<file path="src/rtl/div_pkg.sv">
// Shared types and sizing for the HI/LO divide sequencer.
package div_pkg;

   localparam int DIV_WIDTH = 32;
   localparam int DIV_CNT_W = 6;

   typedef enum logic [1:0] {
      IDLE  = 2'd0,
      DZERO = 2'd1,
      ON    = 2'd2,
      END   = 2'd3
   } div_state_t;

endpackage

</file>
<file path="src/rtl/hilo_div_ctrl_if.sv">
// Request/result bundle between EX-stage issue logic and the divide sequencer.
interface hilo_div_ctrl_if #(
   parameter int WIDTH = div_pkg::DIV_WIDTH
);
   import div_pkg::*;

   logic             start_i;
   logic             signed_i;
   logic [WIDTH-1:0] opdata1_i;
   logic [WIDTH-1:0] opdata2_i;
   logic             annul_i;
   logic             busy_o;
   logic             ready_o;
   logic             hilo_we_o;
   logic [WIDTH-1:0] hi_o;
   logic [WIDTH-1:0] lo_o;

   modport master (
      output start_i, signed_i, opdata1_i, opdata2_i, annul_i,
      input  busy_o, ready_o, hilo_we_o, hi_o, lo_o
   );

   modport slave (
      input  start_i, signed_i, opdata1_i, opdata2_i, annul_i,
      output busy_o, ready_o, hilo_we_o, hi_o, lo_o
   );

endinterface

</file>
<file path="src/rtl/div_step.sv">
// One radix-2 restoring iteration on magnitudes: shift {rem,quo} left, subtract if it fits.
module div_step
   import div_pkg::*;
#(
   parameter int WIDTH = DIV_WIDTH
) (
   input  logic [WIDTH-1:0] rem,
   input  logic [WIDTH-1:0] quo,
   input  logic [WIDTH-1:0] divisor,
   output logic [WIDTH-1:0] rem_next,
   output logic [WIDTH-1:0] quo_next
);

   logic [WIDTH:0] shifted;
   logic [WIDTH:0] diff;
   logic           fits;

   // rem < divisor on entry, so the shifted value never exceeds 2*divisor; the
   // borrow out of the WIDTH+1 bit subtract is therefore an exact compare.
   always_comb begin
      shifted  = {rem, quo[WIDTH-1]};
      diff     = shifted - {1'b0, divisor};
      fits     = ~diff[WIDTH];
      rem_next = fits ? diff[WIDTH-1:0] : shifted[WIDTH-1:0];
      quo_next = {quo[WIDTH-2:0], fits};
   end

endmodule

</file>
<file path="src/rtl/hilo_div_ctrl.sv">
// DIV/DIVU sequencer: WIDTH restoring iterations on magnitudes, then sign fix and
// a single-cycle HI/LO write (HI = remainder, LO = quotient).
module hilo_div_ctrl
   import div_pkg::*;
#(
   parameter int WIDTH = DIV_WIDTH,
   parameter int CNT_W = DIV_CNT_W
) (
   input  logic           clk,
   input  logic           rst,
   hilo_div_ctrl_if.slave bus
);

   localparam logic [CNT_W-1:0] LAST_CNT = CNT_W'(WIDTH - 1);

   div_state_t       state_reg, state_next;
   logic [CNT_W-1:0] cnt_reg, cnt_next;
   logic [WIDTH-1:0] rem_reg, rem_next;
   logic [WIDTH-1:0] quo_reg, quo_next;
   logic [WIDTH-1:0] dvs_reg, dvs_next;
   logic [WIDTH-1:0] hi_reg, hi_next;
   logic [WIDTH-1:0] lo_reg, lo_next;
   logic             s1_reg, s1_next;
   logic             s2_reg, s2_next;

   logic             s1_in, s2_in;
   logic [WIDTH-1:0] mag1, mag2;
   logic [WIDTH-1:0] step_rem, step_quo;

   assign s1_in = bus.signed_i & bus.opdata1_i[WIDTH-1];
   assign s2_in = bus.signed_i & bus.opdata2_i[WIDTH-1];
   assign mag1  = s1_in ? -bus.opdata1_i : bus.opdata1_i;
   assign mag2  = s2_in ? -bus.opdata2_i : bus.opdata2_i;

   div_step #(
      .WIDTH (WIDTH)
   ) u_step (
      .rem      (rem_reg),
      .quo      (quo_reg),
      .divisor  (dvs_reg),
      .rem_next (step_rem),
      .quo_next (step_quo)
   );

   always_comb begin
      state_next = state_reg;
      cnt_next   = cnt_reg;
      rem_next   = rem_reg;
      quo_next   = quo_reg;
      dvs_next   = dvs_reg;
      hi_next    = hi_reg;
      lo_next    = lo_reg;
      s1_next    = s1_reg;
      s2_next    = s2_reg;
      case (state_reg)
         IDLE: begin
            if (bus.start_i && !bus.annul_i) begin
               s1_next  = s1_in;
               s2_next  = s2_in;
               dvs_next = mag2;
               rem_next = '0;
               cnt_next = '0;
               // Divide-by-zero keeps the raw dividend; it becomes HI unchanged.
               if (bus.opdata2_i == '0) begin
                  state_next = DZERO;
                  quo_next   = bus.opdata1_i;
               end else begin
                  state_next = ON;
                  quo_next   = mag1;
               end
            end
         end
         DZERO: begin
            if (bus.annul_i) begin
               state_next = IDLE;
            end else begin
               state_next = END;
               hi_next    = quo_reg;
               lo_next    = '1;
            end
         end
         ON: begin
            if (bus.annul_i) begin
               state_next = IDLE;
            end else begin
               rem_next = step_rem;
               quo_next = step_quo;
               cnt_next = cnt_reg + 1'b1;
               if (cnt_reg == LAST_CNT) begin
                  // Remainder follows the dividend sign; MIN/-1 wraps back to MIN.
                  state_next = END;
                  hi_next    = s1_reg ? -step_rem : step_rem;
                  lo_next    = (s1_reg ^ s2_reg) ? -step_quo : step_quo;
               end
            end
         end
         END: begin
            state_next = IDLE;
         end
         default: begin
            state_next = IDLE;
         end
      endcase
   end

   always_ff @(posedge clk or negedge rst) begin
      if (!rst) begin
         state_reg <= IDLE;
         cnt_reg   <= '0;
         rem_reg   <= '0;
         quo_reg   <= '0;
         dvs_reg   <= '0;
         hi_reg    <= '0;
         lo_reg    <= '0;
         s1_reg    <= 1'b0;
         s2_reg    <= 1'b0;
      end else begin
         state_reg <= state_next;
         cnt_reg   <= cnt_next;
         rem_reg   <= rem_next;
         quo_reg   <= quo_next;
         dvs_reg   <= dvs_next;
         hi_reg    <= hi_next;
         lo_reg    <= lo_next;
         s1_reg    <= s1_next;
         s2_reg    <= s2_next;
      end
   end

   assign bus.busy_o    = (state_reg != IDLE);
   assign bus.ready_o   = (state_reg == END);
   assign bus.hilo_we_o = (state_reg == END);
   assign bus.hi_o      = hi_reg;
   assign bus.lo_o      = lo_reg;

endmodule

</file>
<file path="src/flat_wrapper.sv">
// flat-port wrapper written by rule: the top's interface ports become plain ports
module hilo_div_ctrl_flat import div_pkg::*;
#(
   parameter int WIDTH = DIV_WIDTH,
   parameter int CNT_W = DIV_CNT_W
)
  (clk, rst, bus_start_i, bus_signed_i, bus_opdata1_i, bus_opdata2_i, bus_annul_i, bus_busy_o, bus_ready_o, bus_hilo_we_o, bus_hi_o, bus_lo_o);
  hilo_div_ctrl_if #(.WIDTH(WIDTH)) bus_i ();
  input  logic clk;
  input  logic rst;
  input wire logic [$bits(bus_i.start_i)-1:0] bus_start_i;
  input wire logic [$bits(bus_i.signed_i)-1:0] bus_signed_i;
  input wire logic [$bits(bus_i.opdata1_i)-1:0] bus_opdata1_i;
  input wire logic [$bits(bus_i.opdata2_i)-1:0] bus_opdata2_i;
  input wire logic [$bits(bus_i.annul_i)-1:0] bus_annul_i;
  output wire logic [$bits(bus_i.busy_o)-1:0] bus_busy_o;
  output wire logic [$bits(bus_i.ready_o)-1:0] bus_ready_o;
  output wire logic [$bits(bus_i.hilo_we_o)-1:0] bus_hilo_we_o;
  output wire logic [$bits(bus_i.hi_o)-1:0] bus_hi_o;
  output wire logic [$bits(bus_i.lo_o)-1:0] bus_lo_o;
  assign bus_i.start_i = bus_start_i;
  assign bus_i.signed_i = bus_signed_i;
  assign bus_i.opdata1_i = bus_opdata1_i;
  assign bus_i.opdata2_i = bus_opdata2_i;
  assign bus_i.annul_i = bus_annul_i;
  assign bus_busy_o = bus_i.busy_o;
  assign bus_ready_o = bus_i.ready_o;
  assign bus_hilo_we_o = bus_i.hilo_we_o;
  assign bus_hi_o = bus_i.hi_o;
  assign bus_lo_o = bus_i.lo_o;
  hilo_div_ctrl #(.WIDTH(WIDTH), .CNT_W(CNT_W)) u_core (.clk(clk), .rst(rst), .bus(bus_i));
endmodule
</file>
<file path="config.mk">
export PLATFORM = sky130hd
export DESIGN_NAME = hilo_div_ctrl_flat
export DESIGN_NICKNAME = d
export VERILOG_FILES = /design/src/rtl/div_pkg.sv /design/src/rtl/hilo_div_ctrl_if.sv /design/src/rtl/div_step.sv /design/src/rtl/hilo_div_ctrl.sv /design/src/flat_wrapper.sv
export SDC_FILE = /design/constraint.sdc
export NUM_CORES = 1
export LEC_CHECK = 0
export BUFFER_PORTS_ARGS = -buffer_cell sky130_fd_sc_hd__buf_4
export CELL_PAD_IN_SITES_DETAIL_PLACEMENT = 1
export CELL_PAD_IN_SITES_GLOBAL_PLACEMENT = 2
export CORE_UTILIZATION = 35
export DETAILED_ROUTE_END_ITERATION = 10
export GPL_TIMING_DRIVEN = 0
export MAX_ROUTING_LAYER = met4
export PLACE_DENSITY_LB_ADDON = 0.1
export SETUP_SLACK_MARGIN = 0.02
export SYNTH_ARGS = -nofsm -noshare
export SYNTH_HDL_FRONTEND = slang
export SYNTH_SLANG_ARGS = --single-unit
export TNS_END_PERCENT = 10
</file>
<file path="constraint.sdc">
create_clock -name clk -period 10.5 [get_ports clk]
set_input_delay 0.525 -clock clk [delete_from_list [all_inputs] [get_ports clk]]
set_output_delay 0.525 -clock clk [all_outputs]
set_load 0.03 [all_outputs]
</file>
==> flow_metrics.env, run 1 <==
export IMPL_syn_cell_area_um2=12400
export IMPL_io_buffers=135
export IMPL_drive_gt1_share_pct=13.4
export IMPL_slowest_stage="or4_1"
export IMPL_ys_warnings_count=0
export IMPL_initial_utilization_pct=35.7
export IMPL_die_w_um=190
export IMPL_path_max_fanout=10
export IMPL_drc_errors=0
export IMPL_max_cap_viol_count=0
export IMPL_async_flop_share_pct=100
export IMPL_clkTransAtPathRegs_ns=0.08
export IMPL_drt_iter0_drc=785
export IMPL_ant_nets=0
export IMPL_cp_top_family="simple AND/OR/NAND/NOR gates"
export IMPL_slowest_delay_ns=0.53
export IMPL_setup_viol=0
export IMPL_yosysSeqAreaShare_pct=34.4
export IMPL_synth_most_common_cell="dfrtp_1"
export IMPL_cts_tree="built"
export IMPL_core_um2=34600
export IMPL_grt_max_degree=98
export IMPL_slew_headroom_pct=22.5
export IMPL_finalCriticalPeriod_ns=6.52
export IMPL_yosysTopAreaCell="dfrtp_1"
export IMPL_placed_area_um2=14000
export IMPL_cts_repair_resized=0
export IMPL_antenna_found_initial=0
export IMPL_grt_pass1_vias=12300
export IMPL_synth_common_cells="170 x dfrtp_1, 163 x o21ai_0, 155 x nand2_1, 137 x a21oi_1, 131 x nor2_1"
export IMPL_status="complete, no violations"
export IMPL_root_buffer="clkbuf_16"
export IMPL_rows=68
export IMPL_synth_edff_count=0
export IMPL_clock_sinks=170
export IMPL_slew_violations=0
export IMPL_dieArea_um2=36100
export IMPL_hp_class="in -> async"
export IMPL_arrival_ns=6.82
export IMPL_ys_top_cells_by_area="dfrtp_1 34%, o21ai_0 6.6%, a21oi_1 5.6%"
export IMPL_fin_util_pct=42.0
export IMPL_required_ns=10.80
export IMPL_ctsHtreeMaxLevel=4
export IMPL_die_height_um=190
export IMPL_hold_viol=0
export IMPL_ys_ff_latch=170
export IMPL_cp_end_kind="flop"
export IMPL_fmax_mhz=153
export IMPL_final_nets=1787
export IMPL_wl_per_cell_um=22.3
export IMPL_syn_inst=1521
export IMPL_yosysTopAreaCellShare_pct=34.4
export IMPL_gr_usage_all_layers_pct=27.9
export IMPL_timing_final_crit_share_pct=62.1
export IMPL_syn_to_final_growth_pct=17.7
export IMPL_cts_setup_buffers=0
export IMPL_grt_pass1_wl_mm=73.9
export IMPL_rsz0062_at_grt="no"
export IMPL_cts_buffer_depth=2
export IMPL_ctsHoldBuffers=0
export IMPL_clock_latency_ns=0.46
export IMPL_crit_type="reg -> reg"
export IMPL_fin_skew_ns=0.0180
export IMPL_place_congestion=0.896
export IMPL_cpMostUsedCell="a21oi_1"
export IMPL_yosysUniqueCellTypes=85
export IMPL_final_area_um2=14500
export IMPL_worstPathBufferInverterCount=5
export IMPL_antenna_cells=0
export IMPL_grt_overflow=0
export IMPL_post_drt_via_cell_ratio=5.67
export IMPL_dp_hpwl_mm=38.2
export IMPL_syn_area_per_cell_um2=8.12
export IMPL_worstPathCellList="inv_1 > ha_1 > fa_1 > nand2b_1 > a21oi_1 > o21ai_1 > a211oi_4 > o21a_2 > nor2_4 > inv_2 > buf_2 > buf_4 > buf_2 > ha_1 > nor3b_1 > and3b_1 > nand3_1 > or4_1 > nor4_1 > a21oi_1 > xnor2_1 > a21oi_1"
export IMPL_ios=136
export IMPL_vias=12200
export IMPL_cts_buffers=17
export IMPL_dr_pass1_iters=5
export IMPL_fin_tns_setup_ns=0
export IMPL_synthFlopType="dfrtp_1"
export IMPL_worstMarginPinSlew_ns=1.15
export IMPL_wirelength_mm=47.9
export IMPL_synth_nets=1632
export IMPL_crit_path_start_kind="flop"
placed cells by master, fill, tap and decap left out, types with 19 or more instances in the layout:
cell type / instances
nand3_1: 49
xor2_1: 75
clkbuf_1: 66
a21oi_1: 137
nor2_1: 131
dfrtp_1: 170
inv_1: 59
o31ai_1: 24
nor4_1: 19
nand2_1: 155
mux2i_1: 24
buf_4: 137
xnor2_1: 60
a22oi_1: 30
o21ai_0: 163
o21ai_1: 19
ha_1: 41
nor3_1: 35
through the flow:
| stage | hold slack, ns | cells | setup slack (ns) |
|---|---|---|---|
| floorplan | 0.229 | 1521 | 5.80 |
| global placement | 0.462 | 2111 | 4.19 |
| detailed placement | 0.471 | 2112 | 4.18 |
| CTS | 0.0751 | 2143 | 4.14 |
| global route | 0.0964 | 2143 | 3.68 |
| finish | 0.0500 | 2143 | 3.98 |
kinds of logic after synthesis:
logic type | share of synthesized area [%]
AO/OA/AOI/OAI | 24.7
XOR/XNOR | 9.57
adder cells (fa/ha/maj) | 4.31
buffers and inverters | 5.22
flip-flops | 34.4
multiplexers | 2.13
AND/OR/NAND/NOR | 19.6
routing by layer:
metal	up-vias	GRT usage, %	part of all wire [%]
li1	5761	-	-
met1	6063	39.2	49
met2	282	42.7	45
met3	44	3.12	4.0
met4	0	6.70	1.6
met5	-	-	0
layout make-up:
class,count,area (µm²)
fill,4194,20100
tap,455,569
multi-input combinational,1198,7450
buffer,92,415
sequential,170,4250
inverter,61,229
clock buffer,21,460
timing repair buffer,136,1050
clock inverter,10,111
path summary, 6_finish.rpt:
check / startpoint / end / slack, ns / depth (start not counted)
min in group clk: bus_opdata2_i[31] / u_core.dvs_reg[31]$_DFFE_PN0P_ / 0.37 / 3
max: u_core.quo_reg[31]$_DFFE_PN0P_ / u_core.bus.lo_o[28]$_DFFE_PN0P_ / 3.98 / 22
min: rst / u_core.rem_reg[12]$_DFFE_PN0P_ / 0.05 / 1
max in group asynchronous: rst / u_core.bus.hi_o[25]$_DFFE_PN0P_ / 9.51 / 2
min reg2reg: u_core.dvs_reg[23]$_DFFE_PN0P_ / u_core.dvs_reg[23]$_DFFE_PN0P_ / 0.48 / 2
max reg2reg: u_core.quo_reg[31]$_DFFE_PN0P_ / u_core.bus.lo_o[28]$_DFFE_PN0P_ / 3.98 / 22
worst reg2reg max path, cell delays in order (launching register included):
cell      delay (ns)
dfrtp_1         0.40
inv_1           0.13
ha_1            0.24
fa_1            0.42
nand2b_1        0.19
a21oi_1         0.37
o21ai_1         0.35
a211oi_4        0.37
o21a_2          0.20
nor2_4          0.07
inv_2           0.07
buf_2           0.28
buf_4           0.28
buf_2           0.37
ha_1            0.26
nor3b_1         0.32
and3b_1         0.31
nand3_1         0.18
or4_1           0.53
nor4_1          0.50
a21oi_1         0.17
xnor2_1         0.26
a21oi_1         0.10
Power of run 1 is not shown: default switching activity piles up to over one toggle a cycle in this logic, so the estimate is an artifact.
==> run 2: changes to the inputs <==
ABC_AREA = 1   (was not set)
CORE_UTILIZATION = 33   (was 35)
clock period = 6.5 ns   (was 10.5 ns; I/O delays follow)
==> run 2 against run 1 <==
Effect of this change:
- worst hold slack better by 0.091 ns
- setup slack worse by 2.9 ns
- clock skew is 0.0042 ns lower
- wire length is 11% higher
- highest routed layer unchanged
==> flow_metrics.env, run 2 <==
export IMPL_status="complete, no violations"
export IMPL_die_w_um=201
export IMPL_antenna_cells=0
export IMPL_synth_nets=2079
export IMPL_clkTransAtPathRegs_ns=0.07
export IMPL_ctsHtreeMaxLevel=4
export IMPL_grt_pass1_vias=14000
export IMPL_wl_per_cell_um=20.1
export IMPL_ios=136
export IMPL_path_max_fanout=10
export IMPL_initial_utilization_pct=33.7
export IMPL_io_buffers=135
export IMPL_final_cell_mix="638 x nand2_1, 266 x inv_1, 170 x dfrtp_1"
export IMPL_yosysUniqueCellTypes=55
export IMPL_clock_sinks=170
export IMPL_synthFlopType="dfrtp_1"
export IMPL_setup_viol=0
export IMPL_cts_buffer_depth=2
export IMPL_ant_nets=0
export IMPL_arrival_ns=5.78
export IMPL_finalCriticalPeriod_ns=5.43
export IMPL_drc_errors=0
export IMPL_slowest_stage="fa_1"
export IMPL_synthAdderAreaFrac_pct=4.08
export IMPL_cp_top_family="simple AND/OR/NAND/NOR gates"
export IMPL_dr_pass1_iters=5
export IMPL_crit_type="reg -> reg"
export IMPL_gr_usage_all_layers_pct=27.7
export IMPL_worstPathBufferInverterCount=5
export IMPL_ys_top_cells_by_area="dfrtp_1 33%, nand2_1 18%, inv_1 7.6%"
export IMPL_ys_warnings_count=0
export IMPL_crit_path_start_kind="flop"
export IMPL_timing_final_crit_share_pct=83.6
export IMPL_fmax_mhz=184
export IMPL_max_cap_viol_count=0
export IMPL_syn_to_final_growth_pct=17.6
export IMPL_yosysSeqAreaShare_pct=32.6
export IMPL_die_height_um=201
export IMPL_post_drt_via_cell_ratio=5.15
export IMPL_placedCellCount=2622
export IMPL_syn_area_per_cell_um2=6.64
export IMPL_synthSimpleGateAreaFrac_pct=33.0
export IMPL_syn_cell_area_um2=13100
export IMPL_rows=72
export IMPL_ys_ff_latch=170
export IMPL_root_buffer="clkbuf_16"
export IMPL_dieArea_um2=40400
export IMPL_grt_overflow=0
export IMPL_vias=13700
export IMPL_cts_buffers=17
export IMPL_synth_top_family_by_area="simple AND/OR/NAND/NOR gates"
export IMPL_yosysTopAreaCellShare_pct=32.6
export IMPL_synth_edff_count=0
export IMPL_synth_common_cells="638 x nand2_1, 266 x inv_1, 170 x dfrtp_1, 156 x nor2_1, 103 x nand3_1"
export IMPL_grt_max_degree=99
export IMPL_async_flop_share_pct=100
export IMPL_fin_tns_setup_ns=0
export IMPL_cpMostUsedCell="nand2_1"
export IMPL_synth_most_common_cell="nand2_1"
export IMPL_synthMuxAreaShare_pct=0
export IMPL_final_nets=2235
export IMPL_slew_headroom_pct=34.6
export IMPL_core_um2=38800
export IMPL_cp_end_kind="flop"
export IMPL_dp_hpwl_mm=43.5
export IMPL_place_congestion=0.934
export IMPL_fin_skew_ns=0.0138
export IMPL_slew_violations=0
export IMPL_drive_gt1_share_pct=10.5
export IMPL_clock_latency_ns=0.46
export IMPL_worstMarginPinSlew_ns=0.982
export IMPL_final_cell_count_no_fill=2655
export IMPL_hp_class="in -> reg"
export IMPL_fill_cells=5084
export IMPL_synth_xor_area_share_pct=5.23
export IMPL_yosysTopAreaCell="dfrtp_1"
export IMPL_slowest_delay_ns=0.41
export IMPL_hold_viol=0
export IMPL_antenna_found_initial=1
export IMPL_required_ns=6.85
export IMPL_cts_tree="built"
export IMPL_synth_compound_area_share_pct=15.1
export IMPL_wirelength_mm=53.3
export IMPL_cts_repair_resized=0
export IMPL_grt_pass1_wl_mm=82.4
export IMPL_drt_iter0_drc=849
export IMPL_syn_inst=1968
export IMPL_rsz0062_at_grt="no"
export IMPL_final_common_cell="nand2_1"
[run 2: cell count changes in the layout (fill, tap and decap cells not counted), sizes merged, moves of 26 or more]
cell,change
nand2,+502
inv,+206
o21ai,-67
nand3,+57
a21oi,-55
nor2,+35
xnor2,-31
a22oi,-28
o22ai,+28
o221ai,+26
xor2,-26
[run 2: final timing paths]
path / from / endpoint / slack, ns / depth (start not counted)
worst min register to register: u_core.bus.hi_o[25]$_DFFE_PN0P_ / u_core.bus.hi_o[25]$_DFFE_PN0P_ / 0.48 / 2
worst min-delay path: bus_opdata2_i[31] / u_core.dvs_reg[31]$_DFFE_PN0P_ / 0.14 / 3
min in group asynchronous: rst / u_core.rem_reg[29]$_DFFE_PN0P_ / 0.43 / 2
worst max-delay path: u_core.quo_reg[31]$_DFFE_PN0P_ / u_core.bus.lo_o[28]$_DFFE_PN0P_ / 1.07 / 31
max in group asynchronous: rst / u_core.dvs_reg[3]$_DFFE_PN0P_ / 5.14 / 3
worst max register to register: u_core.quo_reg[31]$_DFFE_PN0P_ / u_core.bus.lo_o[28]$_DFFE_PN0P_ / 1.07 / 31
[run 2: cells by family after synthesis]
| logic type | after synthesis |
|---|---|
| AND/OR/NAND/NOR | 1021 |
| flip-flops | 170 |
| adder cells (fa/ha/maj) | 42 |
| buffers and inverters | 337 |
| AO/OA/AOI/OAI | 320 |
| XOR/XNOR | 78 |
[run 2: final cells by class]
type | count | area (µm²) | share of cell area, %
Inverter | 274 | 1030 | 6.69
Tap cell | 518 | 648 | 4.22
Timing Repair Buffer | 137 | 1060 | 6.89
Sequential cell | 170 | 4250 | 27.7
Buffer | 63 | 284 | 1.85
Multi-Input combinational cell | 1461 | 7500 | 48.8
Clock buffer | 22 | 454 | 2.96
Clock inverter | 10 | 140 | 0.912
[run 2: tightest hold or removal path, cell delays in order]
cell	delay, ns
buf_4	0.09
nand3_1	0.06
o21ai_0	0.07
[run 2: through the flow]
step	instance area [µm²]	hold WS, ns	setup WS, ns	util (%)
floorplan	13100	0.0294	2.37	-
global placement	14700	0.467	1.11	37.9
detailed placement	14800	0.354	1.17	38.0
CTS	15400	0.119	1.15	39.6
global route	15400	0.153	0.645	39.6
finish	15400	0.141	1.07	39.6
[run 2: metal layers]
layer	part of all wire (%)	wire, µm	global-route usage, %
met1	49	26200	38.8
met2	44	23500	41.4
met3	5.0	2650	4.50
met4	1.7	924	6.73
met5	0	0	-
[run 2: what timing repair did]
action / CTS / global route
setup buffers: 0 / 0
hold buffers: 1 / 0
hold endpoints to repair: 72 / 0
Power of run 2 is left out for the same reason.
